--- config.mk ---
export PLATFORM = sky130hd
export DESIGN_NAME = blink_shift_ctrl_flat
export DESIGN_NICKNAME = d
export VERILOG_FILES = /design/src/rtl/blink_shift_ctrl_if.sv /design/src/rtl/blink_shift_ctrl.sv /design/src/flat_wrapper.sv
export SDC_FILE = /design/constraint.sdc
export NUM_CORES = 1
export LEC_CHECK = 0
export ABC_CLOCK_PERIOD_IN_PS = 1900
export CORE_ASPECT_RATIO = 1.2
export CORE_MARGIN = 5
export CORE_UTILIZATION = 40
export DETAILED_ROUTE_END_ITERATION = 10
export SYNTH_ARGS = -nofsm -noshare
export SYNTH_HDL_FRONTEND = slang
export SYNTH_SLANG_ARGS = --single-unit
--- constraint.sdc ---
create_clock -name clk -period 1.9 [get_ports clk]
set_input_delay 0.19 -clock clk [delete_from_list [all_inputs] [get_ports clk]]
set_output_delay 0.19 -clock clk [all_outputs]
set_load 0.005 [all_outputs]
--- src/rtl/blink_shift_ctrl_if.sv ---
// Control and LED-status bundle for blink_shift_ctrl.
// The master drives enable/select/mode and the slave (the pattern engine) returns the outputs.
interface blink_shift_ctrl_if #(
    parameter int unsigned N_LEDS = 4
);
    logic              i_enable;
    logic [1:0]        i_sel;
    logic [1:0]        i_mode;
    logic              o_tick;
    logic [N_LEDS-1:0] o_led;
    logic              o_dir;

    modport master (
        output i_enable, i_sel, i_mode,
        input  o_tick, o_led, o_dir
    );

    modport slave (
        input  i_enable, i_sel, i_mode,
        output o_tick, o_led, o_dir
    );
endinterface

--- src/rtl/blink_shift_ctrl.sv ---
// LED pattern engine: a prescaler with a runtime-selected period steps an N_LEDS-wide pattern
// through one of four modes: rotate-left, rotate-right, ping-pong or blink-all.
module blink_shift_ctrl #(
    parameter int unsigned N_LEDS  = 4,
    parameter int unsigned CNT_W   = 32,
    parameter int unsigned PERIOD0 = 10,
    parameter int unsigned PERIOD1 = 5,
    parameter int unsigned PERIOD2 = 3,
    parameter int unsigned PERIOD3 = 2
) (
    input  logic                 clk,
    input  logic                 i_rst_n,
    blink_shift_ctrl_if.slave    if_bus
);
    typedef enum logic [1:0] {ModeRotL = 2'b00, ModeRotR = 2'b01,
                              ModePing = 2'b10, ModeBlink = 2'b11} mode_e;

    logic [CNT_W-1:0]  r_cnt;
    logic              r_tick;
    logic [N_LEDS-1:0] r_led;
    logic              r_dir;
    mode_e             r_mode;

    logic [CNT_W-1:0]  w_pm1;
    logic              w_wrap;
    logic              w_mode_chg;
    logic [N_LEDS-1:0] w_led_nxt;
    logic              w_dir_nxt;

    always_comb begin
        w_pm1 = CNT_W'(PERIOD0 - 1);
        unique case (if_bus.i_sel)
            2'd0: w_pm1 = CNT_W'(PERIOD0 - 1);
            2'd1: w_pm1 = CNT_W'(PERIOD1 - 1);
            2'd2: w_pm1 = CNT_W'(PERIOD2 - 1);
            2'd3: w_pm1 = CNT_W'(PERIOD3 - 1);
            default: w_pm1 = CNT_W'(PERIOD0 - 1);
        endcase
    end

    // ">=" lets a shortened period wrap on the next enabled cycle instead of overrunning.
    assign w_wrap     = if_bus.i_enable && (r_cnt >= w_pm1);
    assign w_mode_chg = (mode_e'(if_bus.i_mode) != r_mode);

    always_comb begin
        w_led_nxt = r_led;
        w_dir_nxt = r_dir;
        unique case (r_mode)
            ModeRotL: for (int i = 0; i < int'(N_LEDS); i++)
                          w_led_nxt[i] = r_led[(i + int'(N_LEDS) - 1) % int'(N_LEDS)];
            ModeRotR: for (int i = 0; i < int'(N_LEDS); i++)
                          w_led_nxt[i] = r_led[(i + 1) % int'(N_LEDS)];
            ModePing: begin
                // A single LED has nowhere to bounce, so ping-pong holds.
                if (N_LEDS > 1) begin
                    if (!r_dir && r_led[N_LEDS-1]) begin
                        w_dir_nxt = 1'b1;
                        w_led_nxt = r_led >> 1;
                    end else if (r_dir && r_led[0]) begin
                        w_dir_nxt = 1'b0;
                        w_led_nxt = r_led << 1;
                    end else if (r_dir) begin
                        w_led_nxt = r_led >> 1;
                    end else begin
                        w_led_nxt = r_led << 1;
                    end
                end
            end
            ModeBlink: w_led_nxt = ~r_led;
            default:   w_led_nxt = r_led;
        endcase
    end

    always_ff @(posedge clk or negedge i_rst_n) begin
        if (!i_rst_n) begin
            r_cnt  <= '0;
            r_tick <= 1'b0;
            r_led  <= N_LEDS'(1);
            r_dir  <= 1'b0;
            r_mode <= ModeRotL;
        end else begin
            if (if_bus.i_enable) begin
                r_cnt  <= w_wrap ? '0 : r_cnt + CNT_W'(1);
                r_tick <= w_wrap;
            end else begin
                r_tick <= 1'b0;
            end
            // A mode change reloads the pattern and beats a coincident tick step.
            if (w_mode_chg) begin
                r_led  <= N_LEDS'(1);
                r_dir  <= 1'b0;
                r_mode <= mode_e'(if_bus.i_mode);
            end else if (w_wrap) begin
                r_led  <= w_led_nxt;
                r_dir  <= w_dir_nxt;
            end
        end
    end

    assign if_bus.o_tick = r_tick;
    assign if_bus.o_led  = r_led;
    assign if_bus.o_dir  = r_dir;
endmodule

--- src/flat_wrapper.sv ---
// flat-port wrapper written by rule: the top's interface ports become plain ports
module blink_shift_ctrl_flat 
#(
    parameter int unsigned N_LEDS  = 4,
    parameter int unsigned CNT_W   = 32,
    parameter int unsigned PERIOD0 = 10,
    parameter int unsigned PERIOD1 = 5,
    parameter int unsigned PERIOD2 = 3,
    parameter int unsigned PERIOD3 = 2
)
  (clk, i_rst_n, if_bus_i_enable, if_bus_i_sel, if_bus_i_mode, if_bus_o_tick, if_bus_o_led, if_bus_o_dir);
  blink_shift_ctrl_if #(.N_LEDS(N_LEDS)) if_bus_i ();
  input  logic clk;
  input  logic i_rst_n;
  input wire logic [$bits(if_bus_i.i_enable)-1:0] if_bus_i_enable;
  input wire logic [$bits(if_bus_i.i_sel)-1:0] if_bus_i_sel;
  input wire logic [$bits(if_bus_i.i_mode)-1:0] if_bus_i_mode;
  output wire logic [$bits(if_bus_i.o_tick)-1:0] if_bus_o_tick;
  output wire logic [$bits(if_bus_i.o_led)-1:0] if_bus_o_led;
  output wire logic [$bits(if_bus_i.o_dir)-1:0] if_bus_o_dir;
  assign if_bus_i.i_enable = if_bus_i_enable;
  assign if_bus_i.i_sel = if_bus_i_sel;
  assign if_bus_i.i_mode = if_bus_i_mode;
  assign if_bus_o_tick = if_bus_i.o_tick;
  assign if_bus_o_led = if_bus_i.o_led;
  assign if_bus_o_dir = if_bus_i.o_dir;
  blink_shift_ctrl #(.N_LEDS(N_LEDS), .CNT_W(CNT_W), .PERIOD0(PERIOD0), .PERIOD1(PERIOD1), .PERIOD2(PERIOD2), .PERIOD3(PERIOD3)) u_core (.clk(clk), .i_rst_n(i_rst_n), .if_bus(if_bus_i));
endmodule
==> impl_metrics.tcl <==
set metrics [dict create \
    maxSlewViolCount 0 \
    io_buffer_count 12 \
    fin_setup_tns_ns 0 \
    finalWirelength_mm 4.886 \
    h-tree-depth 2 \
    path_clk_slew_ns 0.08 \
    drc 0 \
    grt_usage 0.1424 \
    synth_cell_types 39 \
    final_nets 272 \
    antenna_found_initial 0 \
    synth-main-ff-cell "dfrtp_1" \
    drtIter0Drc 132 \
    die-height_um 89.39 \
    worst_hold_slack_ns 0.3826 \
    fin_crit_sh 0.9955 \
    fin_skew_ns 0.008452 \
    synth-edff-count 0 \
    max_stage_delay_ns 0.41 \
    ir_drop_mv 0.5685 \
    postRouteAntennaNets 0 \
    yosysWarningCount 0 \
    cts_buffer_depth 2 \
    switching_share 0.2903 \
    cp_max_fo 7 \
    num_vias 1737 \
    syn_area_um2 2101 \
    hpwl_mm 3.186 \
    yosys-top-cells-area "dfrtp_1, nor2_1, ha_1" \
    maxCapViolCount 0 \
    final_common_cell "dfrtp_1" \
    slew_headroom 0.6778 \
    clock-sinks 40 \
    layout-drive-gt1-share 0.3217 \
    seq_area_frac_synth 0.4771 \
    p_seq_frac 0.339 \
    die_x_um 76.16 \
    synthCells 222 \
    crit_required_ns 2.13 \
    fp.dieArea_um2 6807 \
    gp_congestion 0.7908 \
    p_sw_uw 822.7 \
    cp.arrival_ns 2.12 \
    path_class "flop to flop" \
    layout_common_cells "dfrtp_1, buf_4, nor2_1, nor2_2" \
    fin_crit_ns 1.891 \
    synth.net_count 237 \
    synth_top_area_frac 0.4646 \
    setup_viol 0 \
    tightestPinTransition_ns 0.4832 \
    finalPower_uw 2835 \
    layout-area-overhead-vs-synth_pct 35.32 \
    yosys.area.top_type "dfrtp_1" \
    post_drt_wl_per_cell_um 15.27 \
    place_inst 305 \
    antenna_cells 0 \
    n_fill_cell 440 \
    start_util 0.4049 \
    crit_slowest_cell "dfrtp_1" \
    hold_class "primary input to asynchronous set/reset pin" \
    grt_overflow 0 \
    clockRootBuffer "clkbuf_8" \
    p_leak_uw 0.001200 \
    max_freq_mhz 528.7 \
    endpoint_kind "flop" \
    syn_area_per_cell_um2 9.463 \
    cts_buffers 5 \
    grt_max_degree 31 \
    clkPwrFrac 0.339 \
    grt_pass1_vias 1717 \
    cp-start-kind "flop" \
    worstPathCellList "nor4_2 -> nand4_1 -> a311o_1 -> and2_4 -> mux2_4" \
    io_pins 13 \
    timing.final.hold_violations 0 \
    yosys_register_bits 40 \
    rsz0062_at_grt "true" \
    power.density_nw_per_um2 997.1 \
    combPwrFrac 0.322 \
    core_um2 5189 \
    first_pass_iters 4 \
    grt_pass1_wl_mm 7.935 \
    layout.cells.non_filler 320 \
    clock_latency_ns 0.29 \
    outcome "finished, final reports clean" \
    core.rowCount 29 \
    async_flop_share 1.000 \
    vias_per_cell 5.428 \
    p_int_uw 2012 \
    cts_tree "yes" \
]
-- cell type report --
| class | instances | area (um2) | share of cell area |
|---|---|---|---|
| Multi-Input combinational cell | 161 | 1202 | 0.4230 |
| Sequential cell | 40 | 1002 | 0.3526 |
| Timing Repair Buffer | 39 | 356.6 | 0.1254 |
| Clock inverter | 3 | 90.09 | 0.03169 |
| Tap cell | 62 | 77.57 | 0.02729 |
| Clock buffer | 5 | 68.82 | 0.02421 |
| Inverter | 10 | 45.04 | 0.01585 |
-- power by group through the flow --
stage	clock, uW	sequential [uW]	combinational (uW)
after floorplan	0	966	414
final	962	960	912
after detailed placement	0	974	623
after global placement	0	973	623
after CTS	986	959	645
after global routing	1020	973	990
-- metrics by stage --
stage	util	cell area [um2]	setup slack, ns
floorplan	-	2142	-0.09302
global placement	0.4700	2439	-0.5421
detailed placement	0.4700	2439	-0.5754
CTS	0.5047	2619	0.002133
global route	0.5479	2843	-0.08953
finish	0.5479	2843	0.008582
-- registers in the layout (all words and copies together), names as in the netlist --
register / cells
u_core.if_bus.o_dir: 1
u_core.if_bus.o_tick: 1
u_core.if_bus.o_led: 4
u_core.r_cnt: 32
u_core.r_mode: 2
-- what timing repair did --
item / CTS / global route
hold buffers: 1 / 0
pin swaps: 0 / 7
cloned: 0 / 2
setup endpoints to repair: 38 / 38
gates resized for setup: 3 / 50
hold endpoints to repair: 19 / 0
setup buffers: 1 / 3
-- worst max-delay path, delay by kind of cell, from the launching register on --
| family | cells | cell delay (ns) |
|---|---|---|
| mux | 1 | 0.30 |
| flops | 1 | 0.41 |
| compound gates | 1 | 0.38 |
| simple gates | 3 | 0.74 |
-- worst paths after layout --
check,endpoint,from,slack [ns],cells after the start
max in group asynchronous,u_core.if_bus.o_led[0],i_rst_n,0.97,3
setup / recovery,u_core.if_bus.o_led[0],u_core.r_cnt[16],0.009,5
min in group clk,u_core.r_mode[1],if_bus_i_mode[1],0.38,1
hold / removal,u_core.r_cnt[26],i_rst_n,0.38,2
setup reg to reg,u_core.if_bus.o_led[0],u_core.r_cnt[16],0.009,5
hold reg to reg,u_core.r_cnt[31],u_core.r_cnt[31],0.55,2
-- layer usage --
| layer | GRT usage | vias up | routed length (um) |
|---|---|---|---|
| met5 | 0 | - | 0 |
| met4 | 0.06677 | 0 | 131 |
| met3 | 0.02419 | 13 | 92 |
| met2 | 0.2391 | 23 | 2430 |
| met1 | 0.1808 | 835 | 2232 |
| li1 | - | 866 | - |
-- synthesized netlist by cell type, types with 2 or more instances --
cell	n
a41oi_1	3
ha_1	8
nand4_1	8
o21ai_0	11
nand3b_1	2
nand4b_1	2
nor2_1	40
dfrtp_1	39
buf_6	4
mux2i_1	2
a21oi_1	12
a211oi_1	2
a21o_1	2
and3_1	4
nor3_1	4
nand2_1	11
and4_1	5
nor4_2	2
a31oi_1	7
clkbuf_1	6
nand3_1	8
nor4_1	4
xnor2_1	5
xor2_1	5
nor2b_1	3
inv_1	10
-- logic make-up (layout without fill, tap and decap cells) --
logic type / count (synthesis) / in the layout / share of synthesized area
muxes: 3 / 3 / 0.01667
DFF: 40 / 40 / 0.4771
xor gates and xnor gates: 10 / 10 / 0.04169
and+or+nand+nor: 96 / 96 / 0.2347
adders and majority gates: 8 / 8 / 0.04765
AOI/OAI and AO/OA: 44 / 44 / 0.1304
buffers and inverters: 21 / 57 / 0.05181
No activity file was read; power rests on OpenSTA's default activity.
